File: config.mk
export PLATFORM = sky130hd
export DESIGN_NAME = regfile_wb_arbiter_flat
export DESIGN_NICKNAME = d
export VERILOG_FILES = /design/src/rtl/regfile_wb_pkg.sv /design/src/rtl/regfile_wb_if.sv /design/src/rtl/regfile_wb_rr_pick.sv /design/src/rtl/regfile_wb_arbiter.sv /design/src/flat_wrapper.sv
export SDC_FILE = /design/constraint.sdc
export NUM_CORES = 1
export LEC_CHECK = 0
export ABC_AREA = 0
export BUFFER_PORTS_ARGS = -buffer_cell sky130_fd_sc_hd__clkbuf_2
export CORE_AREA = 5 5 163 165
export DETAILED_ROUTE_END_ITERATION = 16
export DIE_AREA = 0 0 168 170
export HOLD_SLACK_MARGIN = 0.02
export MAX_ROUTING_LAYER = met4
export PLACE_DENSITY = 0.73
export SLEW_MARGIN = 20
export SYNTH_ARGS = -nofsm -noshare
export SYNTH_HDL_FRONTEND = slang
export SYNTH_SLANG_ARGS = --single-unit
export TNS_END_PERCENT = 100
File: constraint.sdc
create_clock -name clk_i -period 7.8 [get_ports clk_i]
set_input_delay 0.39 -clock clk_i [delete_from_list [all_inputs] [get_ports clk_i]]
set_output_delay 0.39 -clock clk_i [all_outputs]
set_load 0.1 [all_outputs]
File: src/rtl/regfile_wb_pkg.sv
// Shared widths and helpers for the register-file write-back arbiter.
package regfile_wb_pkg;

  localparam int REG_ADDR_W = 5;
  localparam int NR_FWD     = 2;

  // idx < 0 means nothing was granted, so the pointer stays where it was.
  function automatic int rr_next(input int ptr, input int idx, input int n);
    if (idx < 0) rr_next = ptr;
    else         rr_next = (idx + 1) % n;
  endfunction

endpackage

File: src/rtl/regfile_wb_if.sv
// Producer-result and register-file write-port bundle of the write-back arbiter.
interface regfile_wb_if
  import regfile_wb_pkg::*;
#(
  parameter int NR_SRC          = 4,
  parameter int NR_COMMIT_PORTS = 2,
  parameter int DATA_WIDTH      = 64
);

  logic [NR_SRC-1:0]                            src_valid_i;
  logic [NR_SRC-1:0]                            src_ready_o;
  logic [NR_SRC-1:0][REG_ADDR_W-1:0]            src_addr_i;
  logic [NR_SRC-1:0][DATA_WIDTH-1:0]            src_data_i;
  logic [NR_COMMIT_PORTS-1:0][REG_ADDR_W-1:0]   waddr_o;
  logic [NR_COMMIT_PORTS-1:0][DATA_WIDTH-1:0]   wdata_o;
  logic [NR_COMMIT_PORTS-1:0]                   we_o;

  modport master (
    output src_valid_i, src_addr_i, src_data_i,
    input  src_ready_o, waddr_o, wdata_o, we_o
  );

  modport slave (
    input  src_valid_i, src_addr_i, src_data_i,
    output src_ready_o, waddr_o, wdata_o, we_o
  );

endinterface

File: src/rtl/regfile_wb_rr_pick.sv
// Round-robin grant of up to NR_COMMIT_PORTS producers with same-register conflict masking.
module regfile_wb_rr_pick
  import regfile_wb_pkg::*;
#(
  parameter int NR_SRC          = 4,
  parameter int NR_COMMIT_PORTS = 2,
  localparam int PTR_W          = $clog2(NR_SRC),
  localparam int PW             = (NR_COMMIT_PORTS > 1) ? $clog2(NR_COMMIT_PORTS) : 1
) (
  input  logic [PTR_W-1:0]                  ptr_i,
  input  logic                              block_i,
  input  logic [NR_SRC-1:0]                 valid_i,
  input  logic [NR_SRC-1:0][REG_ADDR_W-1:0] addr_i,
  output logic [NR_SRC-1:0]                 grant_o,
  output logic [NR_SRC-1:0][PW-1:0]         port_o,
  output logic [PTR_W-1:0]                  ptr_o
);

  logic [REG_ADDR_W-1:0] taken [NR_COMMIT_PORTS];
  logic [PTR_W-1:0]      k;
  logic                  conflict;
  int                    cnt;
  int                    last;

  always_comb begin
    grant_o  = '0;
    port_o   = '0;
    k        = '0;
    conflict = 1'b0;
    cnt      = 0;
    last     = -1;
    for (int j = 0; j < NR_COMMIT_PORTS; j++) taken[j] = '0;

    for (int i = 0; i < NR_SRC; i++) begin
      k        = PTR_W'((int'(ptr_i) + i) % NR_SRC);
      conflict = 1'b0;
      // x0 is never written, so it can share a cycle with anything.
      for (int j = 0; j < NR_COMMIT_PORTS; j++) begin
        if (j < cnt && addr_i[k] != '0 && taken[j] == addr_i[k]) conflict = 1'b1;
      end
      if (!block_i && valid_i[k] && cnt < NR_COMMIT_PORTS && !conflict) begin
        grant_o[k] = 1'b1;
        port_o[k]  = PW'(cnt);
        for (int j = 0; j < NR_COMMIT_PORTS; j++) begin
          if (j == cnt) taken[j] = addr_i[k];
        end
        cnt  = cnt + 1;
        last = int'(k);
      end
    end

    ptr_o = PTR_W'(rr_next(int'(ptr_i), last, NR_SRC));
  end

endmodule

File: src/rtl/regfile_wb_arbiter.sv
// Register-file write-back arbiter: stages granted producer results one cycle ahead of the write ports.
// Optional forwarding from the staged writes is enabled by defining REGFILE_WB_FWD_EN.
module regfile_wb_arbiter
  import regfile_wb_pkg::*;
#(
  parameter int NR_SRC          = 4,
  parameter int NR_COMMIT_PORTS = 2,
  parameter int DATA_WIDTH      = 64
) (
  input  logic                                clk_i,
  input  logic                                rst_i,
  input  logic                                flush_i,
  regfile_wb_if.slave                         bus,
`ifdef REGFILE_WB_FWD_EN
  input  logic [NR_FWD-1:0][REG_ADDR_W-1:0]   fwd_raddr_i,
  output logic [NR_FWD-1:0]                   fwd_hit_o,
  output logic [NR_FWD-1:0][DATA_WIDTH-1:0]   fwd_data_o,
`endif
  output logic                                busy_o
);

  localparam int PTR_W = $clog2(NR_SRC);
  localparam int PW    = (NR_COMMIT_PORTS > 1) ? $clog2(NR_COMMIT_PORTS) : 1;

  typedef struct packed {
    logic [REG_ADDR_W-1:0] addr;
    logic [DATA_WIDTH-1:0] data;
  } wb_req_t;

  wb_req_t [NR_COMMIT_PORTS-1:0] stg_q, stg_d;
  logic    [NR_COMMIT_PORTS-1:0] we_q, we_d;
  logic    [PTR_W-1:0]           ptr_q, ptr_d, ptr_nxt;
  logic    [NR_SRC-1:0]          grant;
  logic    [NR_SRC-1:0][PW-1:0]  port_sel;

  // Reset also blocks grants so no producer sees ready while the staging is cleared.
  regfile_wb_rr_pick #(
    .NR_SRC          (NR_SRC),
    .NR_COMMIT_PORTS (NR_COMMIT_PORTS)
  ) u_pick (
    .ptr_i   (ptr_q),
    .block_i (rst_i | flush_i),
    .valid_i (bus.src_valid_i),
    .addr_i  (bus.src_addr_i),
    .grant_o (grant),
    .port_o  (port_sel),
    .ptr_o   (ptr_nxt)
  );

  assign bus.src_ready_o = grant;

  always_comb begin
    stg_d = stg_q;
    we_d  = '0;
    ptr_d = ptr_nxt;
    for (int k = 0; k < NR_SRC; k++) begin
      for (int p = 0; p < NR_COMMIT_PORTS; p++) begin
        // An x0 grant consumes its port slot but leaves that port idle and unchanged.
        if (grant[k] && port_sel[k] == PW'(p) && bus.src_addr_i[k] != '0) begin
          we_d[p]       = 1'b1;
          stg_d[p].addr = bus.src_addr_i[k];
          stg_d[p].data = bus.src_data_i[k];
        end
      end
    end
  end

  always_ff @(posedge clk_i) begin
    if (rst_i) begin
      stg_q <= '0;
      we_q  <= '0;
      ptr_q <= '0;
    end else begin
      stg_q <= stg_d;
      we_q  <= we_d;
      ptr_q <= ptr_d;
    end
  end

  always_comb begin
    for (int p = 0; p < NR_COMMIT_PORTS; p++) begin
      bus.waddr_o[p] = stg_q[p].addr;
      bus.wdata_o[p] = stg_q[p].data;
    end
  end

  assign bus.we_o = we_q;
  assign busy_o   = (|we_q) | (|bus.src_valid_i);

`ifdef REGFILE_WB_FWD_EN
  // Later ports override earlier ones so the highest-index match wins.
  always_comb begin
    fwd_hit_o  = '0;
    fwd_data_o = '0;
    for (int f = 0; f < NR_FWD; f++) begin
      for (int p = 0; p < NR_COMMIT_PORTS; p++) begin
        if (we_q[p] && fwd_raddr_i[f] != '0 && stg_q[p].addr == fwd_raddr_i[f]) begin
          fwd_hit_o[f]  = 1'b1;
          fwd_data_o[f] = stg_q[p].data;
        end
      end
    end
  end
`endif

endmodule

File: src/flat_wrapper.sv
// flat-port wrapper written by rule: the top's interface ports become plain ports
module regfile_wb_arbiter_flat import regfile_wb_pkg::*;
#(
  parameter int NR_SRC          = 4,
  parameter int NR_COMMIT_PORTS = 2,
  parameter int DATA_WIDTH      = 64
)
  (clk_i, rst_i, flush_i, busy_o, bus_src_valid_i, bus_src_addr_i, bus_src_data_i, bus_src_ready_o, bus_waddr_o, bus_wdata_o, bus_we_o);
  regfile_wb_if #(.NR_SRC(NR_SRC), .NR_COMMIT_PORTS(NR_COMMIT_PORTS), .DATA_WIDTH(DATA_WIDTH)) bus_i ();
  input  logic clk_i;
  input  logic rst_i;
  input  logic flush_i;
  output logic busy_o;
  input wire logic [$bits(bus_i.src_valid_i)-1:0] bus_src_valid_i;
  input wire logic [$bits(bus_i.src_addr_i)-1:0] bus_src_addr_i;
  input wire logic [$bits(bus_i.src_data_i)-1:0] bus_src_data_i;
  output wire logic [$bits(bus_i.src_ready_o)-1:0] bus_src_ready_o;
  output wire logic [$bits(bus_i.waddr_o)-1:0] bus_waddr_o;
  output wire logic [$bits(bus_i.wdata_o)-1:0] bus_wdata_o;
  output wire logic [$bits(bus_i.we_o)-1:0] bus_we_o;
  assign bus_i.src_valid_i = bus_src_valid_i;
  assign bus_i.src_addr_i = bus_src_addr_i;
  assign bus_i.src_data_i = bus_src_data_i;
  assign bus_src_ready_o = bus_i.src_ready_o;
  assign bus_waddr_o = bus_i.waddr_o;
  assign bus_wdata_o = bus_i.wdata_o;
  assign bus_we_o = bus_i.we_o;
  regfile_wb_arbiter #(.NR_SRC(NR_SRC), .NR_COMMIT_PORTS(NR_COMMIT_PORTS), .DATA_WIDTH(DATA_WIDTH)) u_core (.clk_i(clk_i), .rst_i(rst_i), .flush_i(flush_i), .bus(bus_i), .busy_o(busy_o));
endmodule
Word-level counts from Yosys, hierarchy flattened
Cells that the tools add are included.
Word-level totals
  register bits after elaboration: 142
  latch bits: 0
  RAM bits: 0
  bits in read-only memories: 0
  word-level logic and storage cells: 176
  memories: 0
Operators by class
  add/sub/neg operators: 6
  multiply operators: 0
  div/mod/pow operators: 0
  $lt $le $gt $ge: 18
  equal/unequal tests: 7
  shifts and indexed selects: 0
  mux-type cells: 69
  bitwise operators: 10
  reduce and logical (&&, ||, !) cells: 60
Operators by type and width (number)
  69-bit 2-to-1 mux: 8
  32-bit 2-to-1 mux: 5
  32-bit logical NOT: 2
  1-bit by 32-bit less-than comparator with 1-bit output, first input constant: 2
  2-bit by 32-bit less-than comparator with 1-bit output, first input constant: 2
  32-bit by 3-bit less-than comparator with 1-bit output, second input constant: 2
  5-bit 2-to-1 mux: 9
  1-bit logical AND: 42
  5-bit binary-select mux with 2-bit select: 4
  5-bit nonzero test: 7
  32-bit by 2-bit adder with 32-bit output, second input constant: 1
  2-bit by 32-bit == test with 1-bit output, first input constant: 1
  32-bit by 1-bit less-than comparator with 1-bit output, second input constant: 1
  4-bit 2-to-1 mux: 7
  5-bit == test: 5
  1-bit 2-to-1 mux: 23
  10-bit 2-to-1 mux: 2
  2-bit by 3-bit less-than comparator with 1-bit output, second input constant: 4
  4-bit bitwise OR: 3
  1-bit binary-select mux with 2-bit select: 4
  4-bit bitwise mux: 2
  1-bit demux with 2-bit select: 4
  2-bit by 1-bit greater-or-equal comparator with 1-bit output, second input constant: 4
  4-bit nonzero test: 2
  other kinds (14): 24

Longest topological paths before layout
Gate-level depths: netlist of run 1.
  word-level depth: 35
  gate-level depth with buffers: 27
  depth with buffers taken out: 20

Cells and area by module
From an unflattened synthesis of run 1, not the netlist that was laid out.
Unflattened totals
  cell total of the unflattened synthesis: 1443
  area, all modules: 11010.6 um2
By module, submodules not included
  regfile_wb_arbiter: instances 1, cells each 1227, area an instance 9181.3 um2, sequential area each 2842.7 um2
  regfile_wb_rr_pick: instances 1, cells each 216, area an instance 1829.3 um2, sequential area each 0.0 um2

Worst setup path after synthesis of run 1
No wires, ideal clock.
  path type: register -> register
  start point: reg u_core.ptr_q[1]
  end point: reg u_core.stg_q (netlist bit u_core.bus.waddr_o[0])
  data arrival time: 8.078 ns
  required time: 7.677 ns
  setup slack: -0.401 ns
  cell stages (with the launch flop): 25
  buffers on the path: 5
  clock period less this slack: 8.201 ns
  path through: dfxtp_1 -> buf_2 -> buf_2 -> inv_1 -> ha_1 -> mux4_2 -> a221o_1 -> a2111oi_0 -> a21oi_1 -> ha_1 -> nor3_1 -> and2_1 -> nand3_1 -> o211ai_1 -> mux2_2 -> o2111ai_2 -> a21boi_4 -> buf_6 -> o21ai_0 -> nand2_1 -> nor2_1 -> nor4_4 -> buf_4 -> buf_4 -> o2bb2ai_1
On the way
  elaborated cells between the ends (all ways): 133
  those cells by class: 5 x add/sub; 17 x order compare; 7 x eq/ne; 52 x mux; 8 x bitwise; 44 x reduce/logical
RTL lines
  start: declaration: line regfile_wb_arbiter.sv:32  | logic [PTR_W-1:0] ptr_q, ptr_d, ptr_nxt;
  start signal: assignment: line regfile_wb_arbiter.sv:76  | ptr_q <= ptr_d;
  parallel branches: the longest is 27 deep, another holds 1-bit by 32-bit less-than comparator with 1-bit output
  4-bit 2-to-1 mux (*): line regfile_wb_rr_pick.sv:41  | if (!block_i && valid_i[k] && cnt < NR_COMMIT_PORTS && !conflict) begin
  net bus_src_ready_o[0]: line flat_wrapper.sv:17  | output wire logic [$bits(bus_i.src_ready_o)-1:0] bus_src_ready_o;
  1-bit logical AND (*) (2 in series): line regfile_wb_arbiter.sv:59  | if (grant[k] && port_sel[k] == PW'(p) && bus.src_addr_i[k] != '0) begin
  4-bit nonzero test (no source line) (*)
  end signal: assignment: line regfile_wb_arbiter.sv:74  | stg_q <= stg_d;
  end: declaration: line regfile_wb_arbiter.sv:30  | wb_req_t [NR_COMMIT_PORTS-1:0] stg_q, stg_d;
Mark *: on every way through the listed nets, which the timed path passes. The select of a mux whose other input is x is not followed.
A chain may end at the register's enable or synchronous reset.

Worst setup path in the final report of run 1
  start point: reg u_core.ptr_q[0]
  end point: reg u_core.stg_q (netlist bit u_core.bus.wdata_o[99])
On the way
  cells in the longest elaborated chain, start to end: 33
  elaborated cells between the ends (all ways): 129
  those cells by class: 5 x add/sub; 17 x order compare; 7 x eq/ne; 52 x mux; 4 x bitwise; 44 x reduce/logical
Ends and longest elaborated chain
  parallel branches: the longest is 33 deep, another holds 1-bit by 32-bit less-than comparator with 1-bit output
Parallel ways; which one is timed is not known. The select of a mux whose other input is x is not followed.

==> results of run 1 <==
## routing by layer
layer	vias up	GRT usage	wire, um	part of all wire
met5	-	-	0	0
met4	0	0.118	1980	0.042
met3	133	0.0604	4470	0.096
met2	821	0.511	22400	0.48
met1	5815	0.403	17900	0.38
li1	5405	-	-	-
## placed cells by master, fill, tap and decap left out, types with 6 or more instances in the layout
cell	Yosys	final
clkbuf_2	1	426
nand2_1	156	155
dfxtp_1	142	141
inv_1	86	86
and3_1	70	70
o22ai_1	70	70
o221ai_1	65	65
a221oi_1	59	59
o2bb2ai_1	59	58
o32ai_1	43	43
buf_4	6	24
mux4_2	22	22
o21ai_0	21	20
a221oi_2	20	20
o32ai_2	20	20
nor2_1	19	18
nand3_1	17	17
nor3_1	17	17
clkbuf_16	0	17
buf_12	0	12
a21oi_1	10	10
o2bb2ai_2	10	10
mux2i_1	8	8
o211ai_1	7	7
or3_1	7	6
nor4_1	6	6
## state kept, by name (all words and copies together), names as in the netlist
signal / cells
u_core.bus.waddr_o: 10
u_core.bus.we_o: 2
u_core.ptr_q: 2
u_core.bus.wdata_o: 128
## power by group through the flow
stage / Clock [W] / Sequential, W / Combinational (W)
floorplan: 0 / 0.00372 / 0.00189
global placement: 0 / 0.00132 / 0.00537
detailed placement: 0 / 0.00131 / 0.00541
CTS: 0.000860 / 0.00130 / 0.00543
global route: 0.000892 / 0.00134 / 0.00568
finish: 0.000850 / 0.00131 / 0.00545
## worst reg2reg max path, delay by kind of cell (launching register included)
family                     cells  cell delay (ns)
AOI/OAI and AO/OA             10             2.64
and+or+nand+nor                4             1.44
muxes                          2             0.99
buffers and inverters          2             0.82
DFF                            1             0.34
adders and majority gates      1             0.28
## worst paths after layout
path,start,endpoint,slack [ns],cells past startpoint
min reg2reg,u_core.bus.wdata_o[59]$_SDFFE_PP0P_,u_core.bus.wdata_o[59]$_SDFFE_PP0P_,0.47,1
min,bus_src_data_i[65],u_core.bus.wdata_o[1]$_SDFFE_PP0P_,0.25,3
max,u_core.ptr_q[0]$_SDFFE_PP0N_,u_core.bus.wdata_o[99]$_SDFFE_PP0P_,1.22,19
max reg2reg,u_core.ptr_q[0]$_SDFFE_PP0N_,u_core.bus.wdata_o[99]$_SDFFE_PP0P_,1.22,19
## kinds of logic after synthesis
group	Yosys count
adder cells (fa/ha/maj)	5
AO/OA/AOI/OAI	444
flip-flops	142
multiplexers	32
XOR/XNOR	10
AND/OR/NAND/NOR	327
buffers and inverters	212
## cell type report
type,instances,area share
flip-flops and latches,142,0.216
well taps,330,0.0314
diodes,1,0.000190
clock inverters,13,0.0111
inverters,88,0.0251
clock buffers,19,0.0345
repair buffers,462,0.194
multi-input cells,818,0.487
## metrics by stage
step / cell area [um^2] / setup slack [ns] / utilization / std cells
2_1_floorplan: 10100 / 0.342 / - / 1172
3_3_place_gp: 12500 / 1.52 / 0.504 / 1840
3_5_place_dp: 12500 / 1.33 / 0.504 / 1840
4_1_cts: 13100 / 1.31 / 0.528 / 1872
5_1_grt: 13100 / 0.779 / 0.528 / 1873
6_report: 13100 / 1.22 / 0.528 / 1873
==> run metrics, run 1 <==
outcome finished, final reports clean; Clk pwr share 0.112; Fin. Hold Viols 0; crit-path max cell delay 0.70 ns; CTS max path bufs 2; Reg clk slew, reported paths about 0.070 ns; CP max stage cell nor3_1; Post-synth top cells nand2_1 (156), dfxtp_1 (142), inv_1 (86); Synth Area in Adders 0.00620; Final Max Slew Viols 0; first-pass GRT wire length 70,500 um; Logic pwr share 0.716; Fin Clk Skew between 0.01 and 0.015 ns; switching share of power 0.629; IO Count 428; Fin Hold WS ~0.25 ns; post-synthesis compound-gate area fraction 0.394; IO buf count 427; register bit count reported by yosys 142; net switching power figure 0.00479 W; DRC violations left 0; sequential cell area 2840 um^2; Netlist cell types 82; Routed WL per cell 24.9 um; crit-path most repeated cell nor3_1; Worst EP required between 8 and 9 ns; core region area between 20,000 and 25,000 um^2; NumNets Final 1,817; Slew headroom 0.432; gr usage total 0.319; Via density 6.50; grt ovf 0; largest net degree at the start of global routing 84; # rows 58; Iter 0 DRT Violations roughly 1,200; Root Driver clkbuf_16; Seq pwr share 0.172; starting density of the core 0.406; area share of and/or/nand/nor cells after synthesis 0.162; chip height 170 um; dominant synthesized flop cell dfxtp_1; Setup crit end kind register; post-synthesis cell count ~1,200; Tot Pwr 0.00761 W; die width 168 um; die area 28,600 um^2; pwr/cell area 579 nW/um^2; CTS sink cnt 142; area leader, netlist dfxtp_1; CTS tree built; RSZ-0062 raised after global routing no; vias in the first global route 11,700; syn_nets around 1,500; VDD IR max 384 uV; syn avg cell area 8.61 um^2; largest family of logic cells by synthesized area compound AO/OA/AOI/OAI gates; Pre-antenna DRT Iters 6; hold bufs inserted after CTS 0; WL final 46,700 um; Post-synth ARST share 0; crit path kind reg -> reg; Critical Path Fanout Max 83; CTS H-tree depth 4; multiplexer share of the synthesized area 0.0592; Yosys warnings 0; final number of setup-violating endpoints 0; cells along the critical path buf_4 -> mux4_2 -> a221o_1 -> a2111oi_0 -> a21oi_1 -> ha_1 -> nor3_1 -> and2_1 -> nand3_1 -> o211ai_1 -> mux2_2 -> o2111ai_2 -> a21boi_4 -> o21a_1 -> nor3_1 -> a2111o_2 -> buf_12 -> o221ai_1 -> o32ai_2; Layout area overhead 30.1%; Post-CTS Setup Bufs 0; CTS buffer count 17; pin slew with the least headroom to its limit ~0.85 ns; top-count cell post-synth nand2_1; gp weighted congestion 0.965; Clock Latency Late Sink ~0.43 ns; HP Class in -> reg; CP top delay family compound AO/OA/AOI/OAI gates; Final min period ~6.6 ns; number of max-cap violations 0; final worst-path cycle share 0.844; ANT nets after route 0; layout cells sized above 1 0.388; initial antenna violation count 1; multi-input logic area 6390 um^2; area of the mapped netlist between 10,000 and 15,000 um^2; Synth area leaders dfxtp_1 (28%), nand2_1 (5.8%), o221ai_1 (5.6%); total number of vias between 10,000 and 15,000; LEAKAGE 5.51 nW; fillers approximately 2,400; post-DP HPWL ~33,000 um; critical path data arrival time 6.91 ns; Post-Synth XOR/XNOR Area 0.00868; Int Pwr 0.00282 W; sequential share of the synthesized area 0.282; fmax 0.152 GHz; Startpoint Class register; Setup TNS 0 ns; Buf+Inv Stages, Crit Path 2; EDFF count, synth 0; Resized cells post-CTS 0; top-area cell type share of the netlist area 0.282
Power figures use the tool's default switching activity.
==> run 2: changes to the inputs <==
--- a/config.mk
+++ b/config.mk
@@ -7,12 +7,13 @@
 export LEC_CHECK = 0
 export ABC_AREA = 0
 export BUFFER_PORTS_ARGS = -buffer_cell sky130_fd_sc_hd__clkbuf_2
-export CORE_AREA = 5 5 163 165
+export CORE_ASPECT_RATIO = 0.8
+export CORE_MARGIN = 5
+export CORE_UTILIZATION = 44
 export DETAILED_ROUTE_END_ITERATION = 16
-export DIE_AREA = 0 0 168 170
 export HOLD_SLACK_MARGIN = 0.02
 export MAX_ROUTING_LAYER = met4
-export PLACE_DENSITY = 0.73
+export PLACE_DENSITY = 0.8
 export SLEW_MARGIN = 20
 export SYNTH_ARGS = -nofsm -noshare
 export SYNTH_HDL_FRONTEND = slang
==> constraint.sdc (replaced) <==
create_clock -name clk_i -period 5.78 [get_ports clk_i]
set_input_delay 0.289 -clock clk_i [delete_from_list [all_inputs] [get_ports clk_i]]
set_output_delay 0.289 -clock clk_i [all_outputs]
set_load 0.1 [all_outputs]
==> run metrics, run 2 (synthesis results as in run 1) <==
LEAKAGE 5.72 nW (+3.9%); Routed WL per cell 25.3 um (+1.4%); post-DP HPWL 32,800 um (-1.6%); gr usage total 0.348 (+0.0294); Worst EP required 6.09 ns (-2.04 ns); gp weighted congestion 1.04 (+7.5%); die width 179 um (+6.8%); largest net degree at the start of global routing 73 (-13%); fmax 0.180 GHz (+18%); Fin Clk Skew 0.0147 ns (+0.00331 ns); worst r2r src u_core.ptr_q[1]$_SDFFE_PP0N_; CTS buffer count 17 (unchanged); IO buf count 427 (unchanged); Layout area overhead 35.5%; die area 26,100 um^2 (-8.6%); routing usage on met1 0.447 (+0.0439); number of flip-flops in the largest register 128 (unchanged); VDD IR max 799 uV (+110%); Critical Path Fanout Max 29 (-65%); Fin. Hold Viols 0 (unchanged); initial antenna violation count 1 (unchanged); HP Class in -> reg; starting density of the core 0.447 (+0.0419); IO Count 428 (unchanged); total number of vias 12,600 (+3.4%); CTS H-tree depth 4 (unchanged); layout cells sized above 1 0.408 (+0.0204); Root Driver clkbuf_16; Clock Latency Late Sink 0.42 ns (about the same); pwr/cell area 771 nW/um^2 (+33%); Via density 6.71 (+3.2%); Reg clk slew, reported paths 0.07 ns (about the same); most frequent cells in the layout clkbuf_2 (422), nand2_1 (154), dfxtp_1 (140); Setup TNS 0 ns (unchanged); met2 Usage GRT 0.521 (+0.00954); first-pass GRT wire length 70,900 um (+0.69%); Final Max Slew Viols 0 (unchanged); ANT nets after route 0 (unchanged); Final min period 5.56 ns (-1.02 ns); Placement Setup Slack 0.0331 ns (-1.29 ns); grt ovf 0 (unchanged); DRC violations left 0 (unchanged); CTS tree built; Startpoint Class register; CTS sink cnt 142 (unchanged); commonest non-fill, non-tap cell in the layout clkbuf_2; final worst-path cycle share 0.962 (+0.118); Slew headroom 0.235 (-0.196); setup slack after layout 0.221 ns (-0.998 ns); Pre-antenna DRT Iters 5 (-1); pin slew with the least headroom to its limit 1.15 ns (+0.301 ns); Worst Hold Launch bus_src_data_i[75]; critical path data arrival time 5.86 ns (-1.05 ns); hold bufs inserted after CTS 0 (unchanged); grt peak-use layer met2; # rows 49 (-16%); WL final 47,400 um (+1.5%); Iter 0 DRT Violations 1,459 (+24%); outcome finished, final reports clean; final number of setup-violating endpoints 0 (unchanged); vias in the first global route 12,400 (+5.5%); number of max-cap violations 0 (unchanged); chip height 145 um (-14%); Setup crit end kind register; CTS max path bufs 2 (unchanged); M3 GR Usage 0.0842 (+0.0238); Critical Path Start u_core.ptr_q[1]$_SDFFE_PP0N_; core region area 22,600 um^2 (-9.4%); NumNets Final 1,843 (+1.4%); crit path kind reg -> reg; RSZ-0062 raised after global routing no
[run 2: final timing paths]
path                                                            end  slack (ns)  cells past startpoint
worst max-delay path            u_core.bus.wdata_o[42]$_SDFFE_PP0P_        0.22                     21
worst min-delay path            u_core.bus.wdata_o[11]$_SDFFE_PP0P_        0.16                      3
worst max register to register  u_core.bus.wdata_o[42]$_SDFFE_PP0P_        0.22                     21
worst min register to register  u_core.bus.wdata_o[49]$_SDFFE_PP0P_        0.46                      1
[run 2: power by group]
part           leakage, nW  switching (W)  internal, W
Clock                0.273       0.000512     0.000581
Combinational         4.26        0.00576      0.00191
Sequential            1.18       0.000303      0.00148
[run 2: routing by layer]
layer | vias up | wire length [um]
li1 | 5445 | -
met1 | 5949 | 18000
met2 | 1015 | 21500
met3 | 173 | 5660
met4 | 0 | 2220
met5 | - | 0
[run 2: timing repair]
item	CTS	global route
setup endpoints to repair	0	138
gates resized for setup	0	12
setup buffers	0	2
[run 2: final cells by class]
type / count / area, um^2
fill: 2000 / 8880
antenna: 1 / 2.50
multi-input combinational: 818 / 6570
clock inverter: 13 / 121
sequential: 142 / 2850
clock buffer: 19 / 443
timing repair buffer: 488 / 2990
inverter: 88 / 334
tap: 306 / 383
[run 2: critical path, stage by stage, from the launching register on]
cell and delay [ns]:
dfxtp_2 0.35, clkinvlp_4 0.10, ha_4 0.28, mux4_2 0.56
a221o_1 0.32, a2111oi_4 0.33, a21oi_2 0.11, ha_2 0.21
nor3_4 0.18, nand2_2 0.14, or4_1 0.52, a31oi_2 0.26
a311oi_4 0.08, o2111ai_4 0.14, a21boi_4 0.12, buf_6 0.16
or4_4 0.51, a31oi_4 0.33, nor3_4 0.11, buf_12 0.20
a221oi_1 0.32, o2bb2ai_1 0.09
[run 2: stage by stage]
stage | util | instance area, um^2 | hold slack (ns) | total power [W] | instances
global placement | 0.573 | 12900 | 0.444 | 0.00921 | 1836
global route | 0.606 | 13700 | 0.159 | 0.0110 | 1875
CTS | 0.598 | 13500 | 0.142 | 0.0104 | 1868
finish | 0.606 | 13700 | 0.161 | 0.0105 | 1875
detailed placement | 0.573 | 12900 | 0.447 | 0.00929 | 1836
floorplan | - | 10300 | 0.447 | 0.00766 | 1172
==> run 3: changes to the inputs <==
--- a/config.mk
+++ b/config.mk
@@ -6,14 +6,17 @@
 export NUM_CORES = 1
 export LEC_CHECK = 0
 export ABC_AREA = 0
+export ABC_CLOCK_PERIOD_IN_PS = 5780
 export BUFFER_PORTS_ARGS = -buffer_cell sky130_fd_sc_hd__clkbuf_2
+export CELL_PAD_IN_SITES_DETAIL_PLACEMENT = 0
+export CELL_PAD_IN_SITES_GLOBAL_PLACEMENT = 1
 export CORE_ASPECT_RATIO = 0.8
 export CORE_MARGIN = 5
-export CORE_UTILIZATION = 44
+export CORE_UTILIZATION = 32
 export DETAILED_ROUTE_END_ITERATION = 16
 export HOLD_SLACK_MARGIN = 0.02
 export MAX_ROUTING_LAYER = met4
-export PLACE_DENSITY = 0.8
+export PLACE_DENSITY = 0.82
 export SLEW_MARGIN = 20
 export SYNTH_ARGS = -nofsm -noshare
 export SYNTH_HDL_FRONTEND = slang
==> run metrics, run 3 (synthesis results as in run 1) <==
pwr/cell area 772 nW/um^2 (+0.13%); core region area 31,300 um^2 (+39%); Clk pwr share 0.107 (+0.003); vias in the first global route 12,200 (-1.3%); CTS sink cnt 142 (unchanged); initial antenna violation count 0 (-1); ANT nets after route 0 (unchanged); chip height 169 um (+16%); # rows 58 (+18%); Worst EP required 6.04 ns (-0.05 ns); Int Pwr 0.00402 W (+1.2%); CTS buffer count 17 (unchanged); Pre-antenna DRT Iters 7 (+2); number of cells on the worst hold path 3 (unchanged); post-DP HPWL 34,000 um (+3.5%); Slew headroom 0.259 (+0.0239); Startpoint Class register; IO buf count 427 (unchanged); number of flip-flops in the largest register 128 (unchanged); Reg clk slew, reported paths 0.07 ns (about the same); VDD IR max 437 uV (-45%); Final Max Slew Viols 0 (unchanged); IO Count 428 (unchanged); Fin. Hold Viols 0 (unchanged); outcome finished, final reports clean; NumNets Final 1,847 (+0.22%); CTS max path bufs 2 (unchanged); CTS H-tree depth 4 (unchanged); Iter 0 DRT Violations 1,449 (-0.69%); gp weighted congestion 0.992 (-4.3%); gr usage total 0.266 (-0.0819); layout cells sized above 1 0.411 (+0.00304); pin slew with the least headroom to its limit 1.11 ns (-0.0358 ns); HP Class in -> reg; DRC violations left 0 (unchanged); Setup crit end kind register; Setup TNS 0 ns (unchanged); CTS tree built; Via density 6.17 (-8.0%); total number of vias 12,300 (-2.3%); net switching power figure 0.00659 W (+0.34%); Critical Path Fanout Max 26 (-10%); Worst R2R Path Depth 22 (+4.8%); most frequent cells in the layout clkbuf_2 (422), nand2_1 (154), dfxtp_1 (140); Logic pwr share 0.725 (-0.002); worst reg2reg setup slack 0.19 ns (-0.03 ns); switching share of power 0.621 (-0.00202); final number of setup-violating endpoints 0 (unchanged); Critical Path Start u_core.ptr_q[1]$_SDFFE_PP0N_; final worst-path cycle share 0.967 (+0.00568); crit path kind reg -> reg; n_diodes 0 (-1); largest net degree at the start of global routing 103 (+41%); critical path data arrival time 5.86 ns (about the same); setup slack after layout 0.189 ns (-0.0328 ns); starting density of the core 0.323 (-0.125); fmax 0.179 GHz (-0.59%); Final min period 5.59 ns (+0.0328 ns); number of max-cap violations 0 (unchanged); Placement Setup Slack 0.0749 ns (+0.0419 ns); WL final 49,400 um (+4.2%); Layout area overhead 36.3%; LEAKAGE 5.71 nW (-0.16%); commonest non-fill, non-tap cell in the layout clkbuf_2; Routed WL per cell 24.8 um (-1.9%); end point of the critical path u_core.bus.wdata_o[89]$_SDFFE_PP0P_; grt ovf 0 (unchanged); worst r2r src u_core.ptr_q[1]$_SDFFE_PP0N_; R2R Path End u_core.bus.wdata_o[89]$_SDFFE_PP0P_; die width 209 um (+16%); Seq pwr share 0.168 (about the same); first-pass GRT wire length 72,800 um (+2.6%); hold bufs inserted after CTS 0 (unchanged); Clock Latency Late Sink 0.43 ns (about the same); Root Driver clkbuf_16; die area 35,200 um^2 (+35%); Fin Clk Skew 0.0173 ns (+0.00264 ns)
## run 3: changes by cell type in the layout (fill, tap and decap cells not counted), moves of 2 or more
cell,before,now
buf_12,24,14
buf_4,36,45
clkinv_2,0,5
inv_6,4,0
inv_8,4,0
buf_6,2,5
buf_8,0,2
bufinv_16,0,2
## run 3: stage by stage
stage                     std cells  utilization  hold WS, ns  total power [W]  instance area (um^2)
after detailed placement       1946        0.414        0.446          0.00923                 12900
after CTS                      1977        0.432        0.116           0.0104                 13500
after global placement         1946        0.414        0.445          0.00918                 12900
after floorplan                1172            -        0.447          0.00766                 10300
final                          1991        0.440        0.154           0.0106                 13800
after global routing           1991        0.440        0.135           0.0111                 13800
## run 3: worst min-delay path by stage
stage | startpoint | end
global placement | u_core.bus.wdata_o[56]$_SDFFE_PP0P_ | u_core.bus.wdata_o[56]$_SDFFE_PP0P_
finish | bus_src_data_i[255] | u_core.bus.wdata_o[127]$_SDFFE_PP0P_
global route | bus_src_data_i[70] | u_core.bus.wdata_o[6]$_SDFFE_PP0P_
detailed placement | u_core.bus.wdata_o[25]$_SDFFE_PP0P_ | u_core.bus.wdata_o[25]$_SDFFE_PP0P_
CTS | bus_src_data_i[255] | u_core.bus.wdata_o[127]$_SDFFE_PP0P_
floorplan | bus_src_data_i[255] | u_core.bus.wdata_o[127]$_SDFFE_PP0P_
## run 3: worst max-delay path, cell delays in order, from the launching register on
cell and delay (ns):
dfxtp_2 0.36, clkinvlp_4 0.10, ha_4 0.28, mux4_2 0.53, a221o_1 0.32, a2111oi_4 0.34
a21oi_2 0.11, ha_2 0.22, nor3_4 0.21, and2_4 0.22, nand3_1 0.12, a31o_1 0.27
a311oi_4 0.28, o2111ai_4 0.22, a21boi_4 0.32, buf_6 0.19, o21a_1 0.17, nor3_4 0.06
a2111o_2 0.46, buf_4 0.19, clkbuf_16 0.21, o221ai_1 0.10, o32ai_1 0.12
## run 3: per-layer routing
metal | routed length (um) | part of all wire | global-route usage | vias up
met5 | 0 | 0 | - | -
met4 | 1410 | 0.029 | 0.0891 | 0
met3 | 5500 | 0.11 | 0.0693 | 112
met2 | 22400 | 0.45 | 0.410 | 904
met1 | 20100 | 0.41 | 0.344 | 5801
li1 | - | - | - | 5471
## run 3: layout make-up
cell class	count	area, um^2
fillers	3094	17500
flip-flops and latches	142	2850
multi-input cells	818	6560
well taps	420	526
repair buffers	492	2920
clock buffers	20	457
clock inverters	11	118
inverters	88	334
## run 3: power groups by stage
stage                     clock [W]  combinational (W)  sequential [W]
after floorplan                   0            0.00264         0.00502
after global routing        0.00120            0.00804         0.00183
after CTS                   0.00116            0.00746         0.00177
after detailed placement          0            0.00744         0.00179
final                       0.00114            0.00770         0.00178
after global placement            0            0.00739         0.00178
## run 3: what timing repair did
action | CTS | global route
setup buffers | 0 | 10
setup endpoints to repair | 0 | 139
gates resized for setup | 0 | 16
